File: src/rtl/control_unit.sv
// Three-phase sequencer/decoder for the 8-bit CPU datapath: FETCH latches the
// instruction, EXEC drives the operation, PCUPD advances or redirects the PC.
module control_unit #(
    parameter int CW_W  = 22,
    parameter int RET_W = 8
) (
    input  logic              clk,
    input  logic              rst,
    input  logic [15:0]       I,
    input  logic [3:0]        alu_status_latched,
    output logic [CW_W-1:0]   control_word,
    output logic [7:0]        K,
    output logic              halted,
    output logic [RET_W-1:0]  retired
);

    typedef enum logic [1:0] {
        ST_FETCH = 2'd0,
        ST_EXEC  = 2'd1,
        ST_PCUPD = 2'd2,
        ST_HALT  = 2'd3
    } state_t;

    typedef struct packed {
        logic       sl;
        logic       il;
        logic       pcl;
        logic       mr;
        logic       mw;
        logic       b_sel;
        logic       a_sel;
        logic       en_alu;
        logic       ci;
        logic [2:0] fs;
        logic       w;
        logic [2:0] sb;
        logic [2:0] sa;
        logic [2:0] da;
    } cw_t;

    localparam logic [3:0] OP_ALU  = 4'b0000;
    localparam logic [3:0] OP_ADDI = 4'b0001;
    localparam logic [3:0] OP_LD   = 4'b0011;
    localparam logic [3:0] OP_ST   = 4'b0100;
    localparam logic [3:0] OP_JMP  = 4'b0101;
    localparam logic [3:0] OP_BZ   = 4'b0110;
    localparam logic [3:0] OP_BC   = 4'b0111;
    localparam logic [3:0] OP_HALT = 4'b1111;

    localparam logic [2:0] FS_ADD = 3'b000;
    localparam logic [2:0] FS_SUB = 3'b001;
    localparam logic [2:0] FS_AND = 3'b010;

    state_t           state_reg;
    state_t           state_next;
    logic [RET_W-1:0] retired_reg;
    cw_t              cw_next;
    logic [7:0]       k_next;

    logic [3:0] opcode;
    logic [2:0] rd;
    logic       flag_z;
    logic       flag_c;
    logic       branch_taken;
    logic       unused_flags;

    assign opcode = I[15:12];
    assign rd     = I[11:9];
    assign flag_z = alu_status_latched[0];
    assign flag_c = alu_status_latched[1];
    // N and V are reported by the datapath but no branch in this ISA tests them.
    assign unused_flags = ^alu_status_latched[3:2];

    always_comb begin
        branch_taken = 1'b0;
        case (opcode)
            OP_JMP:  branch_taken = 1'b1;
            OP_BZ:   branch_taken = flag_z;
            OP_BC:   branch_taken = flag_c;
            default: branch_taken = 1'b0;
        endcase
    end

    always_comb begin
        cw_next    = '0;
        k_next     = 8'h00;
        state_next = state_reg;

        case (state_reg)
            ST_FETCH: begin
                cw_next.il = 1'b1;
                state_next = ST_EXEC;
            end

            ST_EXEC: begin
                state_next = (opcode == OP_HALT) ? ST_HALT : ST_PCUPD;
                case (opcode)
                    OP_ALU: begin
                        cw_next.da     = rd;
                        cw_next.sa     = I[8:6];
                        cw_next.sb     = I[5:3];
                        cw_next.fs     = I[2:0];
                        cw_next.ci     = (I[2:0] == FS_SUB);
                        cw_next.w      = 1'b1;
                        cw_next.en_alu = 1'b1;
                        cw_next.sl     = 1'b1;
                    end
                    OP_ADDI: begin
                        cw_next.da     = rd;
                        cw_next.sa     = rd;
                        cw_next.b_sel  = 1'b1;
                        cw_next.fs     = FS_ADD;
                        cw_next.en_alu = 1'b1;
                        cw_next.w      = 1'b1;
                        cw_next.sl     = 1'b1;
                        k_next         = I[7:0];
                    end
                    OP_LD: begin
                        cw_next.mr = 1'b1;
                        cw_next.w  = 1'b1;
                        cw_next.da = rd;
                        k_next     = I[7:0];
                    end
                    OP_ST: begin
                        // rd AND rd puts the register value onto the data bus
                        cw_next.mw     = 1'b1;
                        cw_next.en_alu = 1'b1;
                        cw_next.fs     = FS_AND;
                        cw_next.sa     = rd;
                        cw_next.sb     = rd;
                        k_next         = I[7:0];
                    end
                    default: begin
                        cw_next = '0;
                    end
                endcase
            end

            ST_PCUPD: begin
                cw_next.pcl    = 1'b1;
                cw_next.a_sel  = 1'b1;
                cw_next.b_sel  = 1'b1;
                cw_next.en_alu = 1'b1;
                cw_next.fs     = FS_ADD;
                // Taken: PC + signed offset; otherwise PC + 0 + carry-in = PC + 1
                if (branch_taken) begin
                    k_next     = I[7:0];
                    cw_next.ci = 1'b0;
                end else begin
                    k_next     = 8'h00;
                    cw_next.ci = 1'b1;
                end
                state_next = ST_FETCH;
            end

            ST_HALT: begin
                state_next = ST_HALT;
            end

            default: begin
                state_next = ST_FETCH;
            end
        endcase

        if (rst) begin
            cw_next = '0;
            k_next  = 8'h00;
        end
    end

    always_ff @(posedge clk) begin
        if (rst) begin
            state_reg   <= ST_FETCH;
            retired_reg <= '0;
        end else begin
            state_reg <= state_next;
            if (state_reg == ST_PCUPD) begin
                retired_reg <= retired_reg + 1'b1;
            end
        end
    end

    assign control_word = cw_next;
    assign K            = k_next;
    assign halted       = (state_reg == ST_HALT) && !rst;
    assign retired      = retired_reg;

endmodule

File: config.mk
export PLATFORM = sky130hd
export DESIGN_NAME = control_unit
export DESIGN_NICKNAME = d
export VERILOG_FILES = /design/src/rtl/control_unit.sv
export SDC_FILE = /design/constraint.sdc
export NUM_CORES = 1
export LEC_CHECK = 0
export ABC_AREA = 1
export BUFFER_PORTS_ARGS = -buffer_cell sky130_fd_sc_hd__buf_2
export CORE_MARGIN = 10
export CORE_UTILIZATION = 38
export CTS_CLUSTER_SIZE = 20
export DETAILED_ROUTE_END_ITERATION = 7
export GPL_ROUTABILITY_DRIVEN = 0
export PLACE_DENSITY = 0.79
export SETUP_SLACK_MARGIN = 0.3
export SKIP_LAST_GASP = 1
export SLEW_MARGIN = 20
export SYNTH_ARGS = -nofsm -noshare
export SYNTH_HDL_FRONTEND = slang
export SYNTH_SLANG_ARGS = --single-unit
File: constraint.sdc
create_clock -name clk -period 1.3 [get_ports clk]
set_input_delay 0.26 -clock clk [delete_from_list [all_inputs] [get_ports clk]]
set_output_delay 0.26 -clock clk [all_outputs]
set_load 0.05 [all_outputs]
==> results of run 1 <==
-- through the flow --
stage	setup slack (ps)	setup TNS [ps]
2_1_floorplan	-621	-11130
3_3_place_gp	-410	-10370
3_5_place_dp	-468	-12210
-- cells by family after synthesis --
group                    after synthesis  share of synthesized area [%]
AO/OA/AOI/OAI                         23                           12.3
adder cells (fa/ha/maj)                6                           8.05
buffers and inverters                 31                           12.9
flip-flops                            10                           21.5
AND/OR/NAND/NOR                       93                           45.2
==> impl_metrics.tcl, run 1 <==
set metrics [dict create \
    cts_setup_buffers 13 \
    clock-root-buffer "clkbuf_4" \
    synth_area_per_cell_um2 5.72 \
    holdBufCountCts 0 \
    dp_cells 274 \
    fp.dieW_um 69.5 \
    syn_nets 191 \
    yosys-top-cells-count "38 x nand2_1, 27 x nor2_1, 25 x inv_1" \
    yosysTopAreaCellShare_pct 21.5 \
    initial_utilization_pct 41.0 \
    tool.error "[ERROR DPL-0038] Utilization greater than 100%, impossible to legalize" \
    die_h_um 69.5 \
    synth_edf_count 0 \
    cts_sinks 10 \
    ys_warn_count 0 \
    yosysTopAreaCell "dfxtp_1" \
    ys_seq_area_share_pct 21.5 \
    async_flop_share_pct 0 \
    synthDistinctLibCells 21 \
    outcome "did not finish" \
    numPortBuffers 58 \
    synth.most_common_cell "nand2_1" \
    ios 61 \
    hpwl_mm 3.30 \
    ys_ff_latch 10 \
    clockBufferDepth 2 \
    num_rows 17 \
    syn_inst 163 \
    synth-main-ff-cell "dfxtp_1" \
    placed_area_mm2 0.00172 \
    htreeDepth 1 \
    cts_inserted_buffers 3 \
    syn-cell-area_um2 932 \
    synth_area_leaders "dfxtp_1 21%, nand2_1 15%, nor2_1 11%" \
    lastStage "clock tree synthesis" \
    cts-resized-gates 133 \
]
==> run 2, diff against run 1 <==
- CORE_AREA: not set -> 10 10 71 73
- CORE_MARGIN: 10 -> not set
- CORE_UTILIZATION: 38 -> not set
- CTS_CLUSTER_SIZE: 20 -> not set
- DIE_AREA: not set -> 0 0 81 83
- PLACE_DENSITY: 0.79 -> not set
- PLACE_DENSITY_LB_ADDON: not set -> 0.15
- SETUP_SLACK_MARGIN: 0.3 -> not set
- clock period: 1.3 -> 1.7 ns (I/O delays scaled with it)
==> impl_metrics.tcl, run 2 <==
set metrics [dict create \
    outcome "complete, but fails checks" \
    synthDistinctLibCells 21 \
    synth_area_leaders "dfxtp_1 21%, nand2_1 15%, nor2_1 11%" \
    hpwl_mm 3.00 \
    dp_cells 298 \
    critPathMaxFanout 3 \
    ios 61 \
    post-route-min-period_ps 1950 \
    vdd_drop_max_mv 0.491 \
    synth.most_common_cell "nand2_1" \
    firstDrtPassIters 4 \
    tritoncts "yes" \
    async_flop_share_pct 0 \
    core-area_mm2 0.00363 \
    num_antenna_cells 0 \
    syn_nets 191 \
    clock-root-buffer "clkbuf_8" \
    cpPeakStageDelay_ps 370 \
    crit_top_cell "buf_6" \
    final_common_cell "buf_4" \
    syn-cell-area_um2 932 \
    syn_inst 163 \
    yosysTopAreaCellShare_pct 21.5 \
    grt.total_usage_pct 11.3 \
    synth_area_per_cell_um2 5.72 \
    drt-wirelength-per-cell_um 13.2 \
    num_vias 1330 \
    grt_pass1_wl_mm 6.27 \
    relSlewSlack_pct 80.2 \
    holdWs_ps 462 \
    stdcell_count 304 \
    ant_nets 0 \
    finalPower_mw 0.856 \
    required_ps 1360 \
    drt_wl_total_mm 4.02 \
    yosysTopAreaCell "dfxtp_1" \
    grt_pass1_vias 1340 \
    fin_nets 286 \
    grt.overflow.total 0 \
    ys_warn_count 0 \
    drc 0 \
    cp_slowest_cell "dfxtp_4" \
    grt_max_degree 9 \
    setup_ws_ps -246 \
    yosys-top-cells-count "38 x nand2_1, 27 x nor2_1, 25 x inv_1" \
    numPortBuffers 58 \
    hold_viol 0 \
    final.setup_skew_ps 2.57 \
    hold_path_class "in2reg" \
    fmax_mhz 514 \
    cts_sinks 10 \
    synth_edf_count 0 \
    clk_pin_slew_ps 50 \
    p_leak_nw 1.03 \
    clock_latency_ps 230 \
    violations "setup timing" \
    path_cells "inv_4 -> ha_4 -> nand2_4 -> nor2_4 -> inv_2 -> buf_6 -> a21oi_4 -> buf_6" \
    ys_ff_latch 10 \
    worst_pin_slew_ps 296 \
    slew_violations 0 \
    final_cell_mix "29 x buf_4, 28 x buf_2, 26 x nand2_1, 19 x inv_1, 19 x buf_6" \
    via_per_inst 4.38 \
    num_rows 22 \
    die_h_um 83 \
    critPathArrivalTime_ps 1610 \
    synth-main-ff-cell "dfxtp_1" \
    drtIter0Drc 28 \
    ys_seq_area_share_pct 21.5 \
    max-cap-violations 0 \
    htreeDepth 1 \
    rsz0062_at_grt "yes" \
    syn2layout_area_growth_pct 141 \
    start_kind "flop" \
    end_kind "output port" \
    largest_reg_flops 8 \
    dp_worst_setup_slack_ps -156 \
    cts_inserted_buffers 3 \
    final.period_utilization_pct 114 \
    grt_antenna_before_repair 0 \
    clockBufferDepth 2 \
    crit_type "reg2out" \
    setup_viol 29 \
    layout-drive-gt1-share_pct 64.1 \
    power.density_mw_per_mm2 381 \
    initial_utilization_pct 25.7 \
    fp.dieW_um 81 \
    dieArea_mm2 0.00672 \
]
-- run 2: logic make-up (layout without fill, tap and decap cells) --
kind of cell / after synthesis / after routing / synth area share [%]
simple gates: 93 / 93 / 45.2
buf+inv: 31 / 124 / 12.9
compound gates: 23 / 23 / 12.3
flops: 10 / 10 / 21.5
fa+ha+maj: 6 / 6 / 8.05
-- run 2: what timing repair did --
action | in CTS | in global routing
setup endpoints to repair | 29 | 30
cloned | 0 | 0
resized for setup | 76 | 44
setup buffers | 2 | 1
hold buffers | 0 | 0
pin swaps | 9 | 4
-- run 2: metrics by stage --
step                      area [µm²]  setup TNS (ps)  utilization (%)
after global placement          1760           -3020             48.5
after detailed placement        1760           -2880             48.5
after floorplan                 1160           -2250                -
final                           2240           -4580             61.7
after CTS                       2070           -4720             56.9
after global routing            2240           -6310             61.7
-- run 2: layout make-up --
type / count / area, µm²
inverter: 30 / 123
multi-input combinational: 122 / 1000
clock buffer: 3 / 41.3
sequential: 10 / 205
fill: 325 / 1390
tap: 48 / 60.1
timing repair buffer: 91 / 812
-- run 2: layer usage --
layer | track usage (%) | up-vias | part of all wire, %
li1 | - | 700 | -
met1 | 12.9 | 596 | 41
met2 | 19.7 | 30 | 52
met3 | 3.13 | 4 | 5.5
met4 | 2.50 | 0 | 1.1
met5 | 0 | - | 0
-- run 2: path summary, 6_finish.rpt --
path | startpoint | to | slack [ps] | cells past startpoint
worst max-delay path | state_reg[0]$_SDFF_PP0_ | K[0] | -250 | 8
worst min register to register | retired[2]$_SDFFE_PP0N_ | retired[2]$_SDFFE_PP0N_ | 500 | 2
worst min-delay path | rst | state_reg[0]$_SDFF_PP0_ | 460 | 3
worst max register to register | state_reg[1]$_SDFF_PP0_ | retired[7]$_SDFFE_PP0N_ | 240 | 8
-- run 2: critical path: cells and delay by family, from the launching register on --
| kind | cells | cell delay, ps |
|---|---|---|
| AOI/OAI and AO/OA | 1 | 130 |
| and+or+nand+nor | 2 | 200 |
| DFF | 1 | 370 |
| buffers and inverters | 4 | 410 |
| adders and majority gates | 1 | 270 |
-- run 2: power breakdown --
part | internal [mW] | total, mW | leakage [nW] | switching (mW)
clock network | 0.155 | 0.243 | 0.0216 | 0.0886
registers | 0.242 | 0.249 | 0.0820 | 0.00776
logic | 0.149 | 0.363 | 0.923 | 0.214
Note: power is estimated with default switching activity, not from simulation.
